File: src/rtl/pulse_train_rx_if.sv
// Producer-to-consumer handshake for pulse_train_rx: active-low data-valid,
// value bus, and registered ready-for-data back to the producer.
interface pulse_train_rx_if #(
    parameter int NUM_W = 2
) ();
    logic             dav_;
    logic [NUM_W-1:0] numero;
    logic             rfd;

    modport master (output dav_, output numero, input rfd);
    modport slave  (input dav_, input numero, output rfd);
endinterface

File: src/rtl/pulse_train_rx.sv
// Pulse-length consumer: each accepted value v yields (v+1)*SCALE high cycles on out,
// then GAP_CYC low cycles. Define PULSE_TRAIN_PREFETCH_EN to accept the next value mid-pulse.
module pulse_train_rx #(
    parameter int NUM_W   = 2,
    parameter int SCALE   = 2,
    parameter int GAP_CYC = 1
) (
    input  logic              clock,
    input  logic              reset,
    pulse_train_rx_if.slave   bus,
    output logic              out
);
    localparam int CNT_W = $clog2((2**NUM_W) * SCALE + 1);
    localparam int GAP_W = (GAP_CYC > 0) ? $clog2(GAP_CYC + 1) : 1;
    localparam logic [CNT_W-1:0] SCALE_C  = CNT_W'(SCALE);
    localparam logic [CNT_W-1:0] CNT_ONE  = CNT_W'(1);
    localparam logic [GAP_W-1:0] GAP_ONE  = GAP_W'(1);
    localparam logic [GAP_W-1:0] GAP_LOAD = (GAP_CYC > 0) ? GAP_W'(GAP_CYC - 1) : {GAP_W{1'b0}};

    typedef enum logic [1:0] {IN_IDLE = 2'd0, IN_ACK = 2'd1, IN_HOLD = 2'd2} in_state_t;
    typedef enum logic [1:0] {IDLE = 2'd0, PULSE = 2'd1, GAP = 2'd2} pl_state_t;

    in_state_t        in_state_r, in_state_s;
    pl_state_t        pl_state_r, pl_state_s;
    logic [NUM_W-1:0] buf_r, buf_s;
    logic             valid_r, valid_s;
    logic [CNT_W-1:0] count_r, count_s;
    logic [GAP_W-1:0] gap_r, gap_s;
    logic             out_r, out_s;
    logic             rfd_r, rfd_s;
    logic             load_s, set_valid_s, enter_idle_s, release_s;
    logic [CNT_W-1:0] load_len_s;

    assign bus.rfd = rfd_r;
    assign out     = out_r;

    // Next-state and output logic for the pulse FSM and the input handshake FSM
    always_comb begin
        pl_state_s  = pl_state_r;
        in_state_s  = in_state_r;
        buf_s       = buf_r;
        count_s     = count_r;
        gap_s       = gap_r;
        out_s       = out_r;
        load_s      = 1'b0;
        set_valid_s = 1'b0;
        // Zero-extended before the add so (BUF+1)*SCALE cannot wrap.
        load_len_s  = ({{(CNT_W-NUM_W){1'b0}}, buf_r} + CNT_ONE) * SCALE_C;

        case (pl_state_r)
            IDLE: begin
                if (valid_r) begin
                    load_s = 1'b1;
                end else begin
                    pl_state_s = IDLE;
                end
            end
            PULSE: begin
                if (count_r == CNT_ONE) begin
                    if (GAP_CYC == 0) begin
                        if (valid_r) begin
                            load_s = 1'b1;
                        end else begin
                            out_s      = 1'b0;
                            pl_state_s = IDLE;
                        end
                    end else begin
                        out_s      = 1'b0;
                        gap_s      = GAP_LOAD;
                        pl_state_s = GAP;
                    end
                end else begin
                    count_s = count_r - CNT_ONE;
                end
            end
            GAP: begin
                if (gap_r == {GAP_W{1'b0}}) begin
                    if (valid_r) begin
                        load_s = 1'b1;
                    end else begin
                        pl_state_s = IDLE;
                    end
                end else begin
                    gap_s = gap_r - GAP_ONE;
                end
            end
            default: begin
                out_s      = 1'b0;
                pl_state_s = IDLE;
            end
        endcase

        if (load_s) begin
            count_s    = load_len_s;
            out_s      = 1'b1;
            pl_state_s = PULSE;
        end else begin
            count_s = count_s;
        end

        enter_idle_s = (pl_state_s == IDLE) && (pl_state_r != IDLE);
`ifdef PULSE_TRAIN_PREFETCH_EN
        release_s = load_s;
`else
        release_s = enter_idle_s;
`endif

        case (in_state_r)
            IN_IDLE: begin
                if (!bus.dav_) begin
                    buf_s      = bus.numero;
                    in_state_s = IN_ACK;
                end else begin
                    in_state_s = IN_IDLE;
                end
            end
            IN_ACK: begin
                if (bus.dav_) begin
                    set_valid_s = 1'b1;
                    in_state_s  = IN_HOLD;
                end else begin
                    in_state_s = IN_ACK;
                end
            end
            IN_HOLD: begin
                if (release_s) begin
                    in_state_s = IN_IDLE;
                end else begin
                    in_state_s = IN_HOLD;
                end
            end
            default: begin
                in_state_s = IN_IDLE;
            end
        endcase

        // Consuming the buffer wins over a concurrent set.
        if (load_s) begin
            valid_s = 1'b0;
        end else if (set_valid_s) begin
            valid_s = 1'b1;
        end else begin
            valid_s = valid_r;
        end

        rfd_s = (in_state_s == IN_IDLE);
    end

    // State and registered-output update
    always_ff @(posedge clock or posedge reset) begin
        if (reset) begin
            in_state_r <= IN_IDLE;
            pl_state_r <= IDLE;
            buf_r      <= {NUM_W{1'b0}};
            valid_r    <= 1'b0;
            count_r    <= {CNT_W{1'b0}};
            gap_r      <= {GAP_W{1'b0}};
            out_r      <= 1'b0;
            rfd_r      <= 1'b1;
        end else begin
            in_state_r <= in_state_s;
            pl_state_r <= pl_state_s;
            buf_r      <= buf_s;
            valid_r    <= valid_s;
            count_r    <= count_s;
            gap_r      <= gap_s;
            out_r      <= out_s;
            rfd_r      <= rfd_s;
        end
    end
endmodule

File: src/flat_wrapper.sv
// flat-port wrapper written by rule: the top's interface ports become plain ports
module pulse_train_rx_flat 
#(
    parameter int NUM_W   = 2,
    parameter int SCALE   = 2,
    parameter int GAP_CYC = 1
)
  (clock, reset, out, bus_dav_, bus_numero, bus_rfd);
  pulse_train_rx_if #(.NUM_W(NUM_W)) bus_i ();
  input  logic clock;
  input  logic reset;
  output logic out;
  input wire logic [$bits(bus_i.dav_)-1:0] bus_dav_;
  input wire logic [$bits(bus_i.numero)-1:0] bus_numero;
  output wire logic [$bits(bus_i.rfd)-1:0] bus_rfd;
  assign bus_i.dav_ = bus_dav_;
  assign bus_i.numero = bus_numero;
  assign bus_rfd = bus_i.rfd;
  pulse_train_rx #(.NUM_W(NUM_W), .SCALE(SCALE), .GAP_CYC(GAP_CYC)) u_core (.clock(clock), .reset(reset), .bus(bus_i), .out(out));
endmodule
File: config.mk
export PLATFORM = sky130hd
export DESIGN_NAME = pulse_train_rx_flat
export DESIGN_NICKNAME = d
export VERILOG_FILES = /design/src/rtl/pulse_train_rx_if.sv /design/src/rtl/pulse_train_rx.sv /design/src/flat_wrapper.sv
export SDC_FILE = /design/constraint.sdc
export NUM_CORES = 1
export LEC_CHECK = 0
export ABC_AREA = 0
export BUFFER_PORTS_ARGS = -buffer_cell sky130_fd_sc_hd__buf_2
export CORE_MARGIN = 8
export CORE_UTILIZATION = 34
export CTS_CLUSTER_SIZE = 25
export DETAILED_ROUTE_END_ITERATION = 16
export GPL_TIMING_DRIVEN = 0
export PLACE_DENSITY = 0.6
export SLEW_MARGIN = 20
export SYNTH_ARGS = -nofsm -noshare
export SYNTH_HDL_FRONTEND = slang
export SYNTH_SLANG_ARGS = --single-unit
File: constraint.sdc
create_clock -name clock -period 2.1 [get_ports clock]
set_input_delay 0.42 -clock clock [delete_from_list [all_inputs] [get_ports clock]]
set_output_delay 0.42 -clock clock [all_outputs]
set_load 0.05 [all_outputs]
# --- Word level (Yosys, flattened, before mapping) ---
# Cells that the tools add are included.
# Widths: inputs -> output; s select.
totals:
  mem_count: 0
  latch_bits: 0
  out_inout_bits: 2
  romBits: 0
  register_bits: 14
  wordCells: 59
  in_bits: 5
  mem_bits_rw: 0
classes:
  magnitude_cmp: 0
  bitwise: 1
  n_eq_ne: 9
  n_addsub: 3
  div_mod_pow: 0
  n_mul: 0
  reduce_logical: 14
  n_mux: 24
  shift: 0
op_table:
  columns: ["op", "count"]
  rows:
  - ["$mux 2", 6]
  - ["$mux 4", 3]
  - ["$pmux 2 s3", 2]
  - ["$mux 1", 10]
  - ["$logic_not 2->1", 4]
  - ["$reduce_and 2->1", 4]
  - ["$reduce_bool 2->1", 4]
  - ["$ne 2x1->1 const B", 3]
  - ["$pmux 1 s2", 3]
  - ["$eq 2x1->1 const B", 2]
  - ["$eq 2x2->1 const B", 2]
  - ["$eq 4x1->1 const B", 1]
  - ["$sub 4x1->4 const B", 1]
  - ["$add 2x1->3 const B", 1]
  - ["$ne 3x1->1 const B", 1]
  - ["$reduce_or 2->1", 1]
  - ["$logic_and 1x1->1", 1]
  - ["$not 1->1", 1]
  - ["$sub 1x1->1 const B", 1]

# --- Logic depth before layout (Yosys ltp) ---
logic_depth:
  ltp_word: 9
  depth_mapped: 5
  ltp_nobuf: 5

# --- Worst setup path after synthesis ---
# No wires, ideal clock.
synth_timing:
  path_type: "reg-to-reg"
  from: "register u_core.count_r[1]"
  to: "register u_core.count_r[2]"
  n_path_buf: 0
  required_time_ns: 2.018
  stages_incl_launch_ff: 6
  period_less_slack_ns: 1.327
  t_arrival_ns: 1.245
  slack_ns: 0.773
  setup_time_ns: 0.082
  path_cell_list: "dfrtp_1 > inv_1 > ha_1 > nor3b_2 > or3_1 > a31oi_1"
synth_between:
  elab_chain_len: 4
  word_cells_on_any_way: 7
  cone_classes: "add/sub: 1; eq/ne: 2; mux: 3; reduce/logical: 1"
synth_rtl:
  columns: ["item", "line_no", "rtl"]
  rows:
  - ["start, declared", "pulse_train_rx.sv:27", "logic [CNT_W-1:0] count_r, count_s;"]
  - ["start signal, assigned", "pulse_train_rx.sv:156", "count_r <= {CNT_W{1'b0}};"]
  - ["start signal, assigned", "pulse_train_rx.sv:165", "count_r <= count_s;"]
  - ["$sub 4x1->4", "pulse_train_rx.sv:73", "count_s = count_r - CNT_ONE;"]
  - ["$mux 4", "pulse_train_rx.sv:59", "if (count_r == CNT_ONE) begin"]
  - ["$mux 4", "pulse_train_rx.sv:50", "case (pl_state_r)"]
  - ["$mux 4", "pulse_train_rx.sv:93", "if (load_s) begin"]
# Several ways; a longest one is shown, not always the timed one. The select of a mux whose other input is x is not followed.
# A chain may end at the register's enable or synchronous reset.

# --- Worst setup path in the final report ---
layout_timing:
  from: "register u_core.rfd_r, in the netlist u_core.bus.rfd"
  to: "output port bus_rfd"
layout_lines:
  columns: ["item", "line_no", "rtl"]
  rows:
  - ["start, declared", "pulse_train_rx.sv:30", "logic rfd_r, rfd_s;"]
  - ["start signal, assigned", "pulse_train_rx.sv:168", "rfd_r <= rfd_s;"]
  - ["end, declared", "flat_wrapper.sv:15", "output wire logic [$bits(bus_i.rfd)-1:0] bus_rfd;"]
# No word-level cell between the ends.

==> metrics <==
outcome=finished, final reports clean; minimum period implied by the final worst setup slack=1460 ps; initial antenna violation count=0; fraction of registers with async set/reset=100%; Syn Area/Cell=10.5 µm²; Post-Synth Simple-Gate Area=roughly 18%; Chip Height=between 50 and 60 µm; worst slew pin tran=496 ps; Final setup viols=0; Final Skew=3.63 ps; layout cells sized above 1=15.9%; hold_buf cts=0; post-DR wirelength/cell=12.0 µm; Core Area=1710 µm²; Setup CP Type=register to output port; Syn Inst Count=59; CTS tree=yes; Post-DP Area=678 µm²; top cell family by delay on the critical path=flip-flops; CTS Buf Count=3; syn nets=67; PwrDens=1530 nW/µm²; Setup Buffers After CTS=0; Compound-Gate Fraction of Synth Area=16.6%; Critical Path Max Stage Delay=about 520 ps; Initial Util=36.1%; CP max stage cell=dfstp_2; vias in the first global route=roughly 470; fin crit share=69.7%; GRT Total Usage=7.35%; Worst Path Buf+Inv=1; top cells by area, synth=dfrtp_1, ha_1, dfstp_2, mux2_1, a21oi_1; PostCTS Resize Cnt=0; Post-Synth Adder-Cell Area=just over 6%; vias per cell=4.86; sequential element share of the synthesized area=52.9%; synth cell count leaders=dfrtp_1, inv_1, nor2_1; most common cell in the synthesized netlist=dfrtp_1; Slew Limit Fails=0; largest net degree at the start of global routing=14; critical path cell sequence=buf_2; WL final=1130 µm; post-synthesis xor/xnor area fraction=0%; htree depth=1; HPWL after DPL=between 800 and 900 µm; Clock Path Buffers=2; max-cap viol count=0; Area Growth Syn to Fin=14.2%; leading area contributor after synthesis=dfrtp_1; maximum vdd drop=543 µV; setup TNS=0 ps; initial detailed-routing violation count=5; Crit Path Max Fanout=1; Clock Pin Slew Worst Setup and Hold Paths=approximately 80 ps; clk_lat worst skew=270 ps; Die X=about 59 µm; fmax=around 680 MHz; Mapped Area=617 µm²; Final ANT Viol Nets=0; die area=3430 µm²; leak pwr=0.326 nW; CTS Root Cell=clkbuf_4; EDFF count, synth=0; drt first pass iters=4; mux cell area share after synthesis=3.65%; RSZ-0062 raised after global routing=false; Yosys reg bits=13; Synth Flop Type=dfrtp_1; post-synth cell types=23; Row Count=15; worst hold path type=input port to async pin; fin nets=between 70 and 80; gpl congestion=0.769; Ant. Diodes=0; YS warnings=0; Ports=7; critical path startpoint category=register; global-route wire length before repair=1930 µm; Setup crit end kind=output port; Required @ worst endpoint=approximately 1700 ps; via count=457; Buffers on Ports=6; # clock sinks=13; GRT overflow=0; Final Cell Area=704 µm²; Final Hold Violating Endpoints=0; DRC viols=0; slew margin rel.=66.9%; largest family of logic cells by synthesized area=simple AND/OR/NAND/NOR gates; CP arrival=1040 ps; Synth top area share=48.7%
## state kept, by name (all words and copies together) (netlist names)
name / cells
u_core.bus.rfd: 1
u_core.pl_state_r: 2
u_core.out: 1
u_core.count_r: 4
u_core.in_state_r: 2
u_core.valid_r: 1
u_core.buf_r: 2
## cells in the final DEF (no fill, tap or decap), drive strengths merged
master	synthesis	final
dfrtp	12	12
buf	0	6
inv	5	5
nor2	5	5
a21oi	4	4
clkbuf	0	4
o21ai	3	3
nand2b	3	3
nand2	3	3
ha	3	3
nor3	2	2
mux2	2	2
nor2b	2	2
o31ai	2	2
a31oi	2	2
nand3	2	2
nor3b	1	1
a21bo	1	1
or3b	1	1
o22ai	1	1
a21o	1	1
or3	1	1
a211oi	1	1
o41ai	1	1
dfstp	1	1
## worst reg2reg max path, stage by stage (launching register included)
cell and delay, ps:
dfrtp_1 410, inv_1 90, ha_1 170, or3b_1 410, a21oi_1 160, o22ai_1 100
## power by group
part | leakage [nW] | internal [W] | switching (W)
logic | 0.156 | 0.000181 | 0.000255
clock network | 0.0150 | 0.0000736 | 0.0000816
registers | 0.155 | 0.000371 | 0.000114
## final timing paths
| kind | from | to | slack [ps] | cells after the start |
|---|---|---|---|---|
| max | u_core.bus.rfd | bus_rfd | 640 | 1 |
| min | reset | u_core.pl_state_r[0] | 150 | 2 |
| max reg2reg | u_core.count_r[1] | u_core.count_r[1] | 640 | 5 |
| min reg2reg | u_core.out | u_core.out | 470 | 1 |
| max in group asynchronous | reset | u_core.bus.rfd | 1590 | 2 |
| min in group clock | bus_dav_ | u_core.in_state_r[0] | 340 | 2 |
## cell type report
type,instances,area [µm²]
clock buffers,4,26.3
fillers,178,1000
inverters,5,18.8
multi-input cells,41,272
flip-flops and latches,13,327
well taps,25,31.3
repair buffers,6,30.0
## routing by layer
metal | GRT usage [%] | up-vias | share of wire (%)
met3 | 0.870 | 2 | 3.7
met1 | 9.04 | 214 | 47
li1 | - | 229 | -
met2 | 10.7 | 12 | 47
met5 | 0 | - | 0
met4 | 7.17 | 0 | 2.7
## cells by family (layout without fill, tap and decap cells)
group | after synthesis | in the layout
compound gates | 16 | 16
flops | 13 | 13
fa+ha+maj | 3 | 3
simple gates | 20 | 20
buf+inv | 5 | 15
mux | 2 | 2
## through the flow
| step | setup slack, ps | instances | hold WS (ps) | power [W] | utilization, % |
|---|---|---|---|---|---|
| floorplan | 773 | 59 | 296 | 0.000817 | - |
| finish | 637 | 94 | 154 | 0.00108 | 41.2 |
| detailed placement | 656 | 90 | 464 | 0.000930 | 39.7 |
| CTS | 629 | 94 | 177 | 0.00109 | 41.2 |
| global placement | 684 | 90 | 460 | 0.000915 | 39.7 |
| global route | 564 | 94 | 203 | 0.00116 | 41.2 |
(Power assumes the default switching activity.)
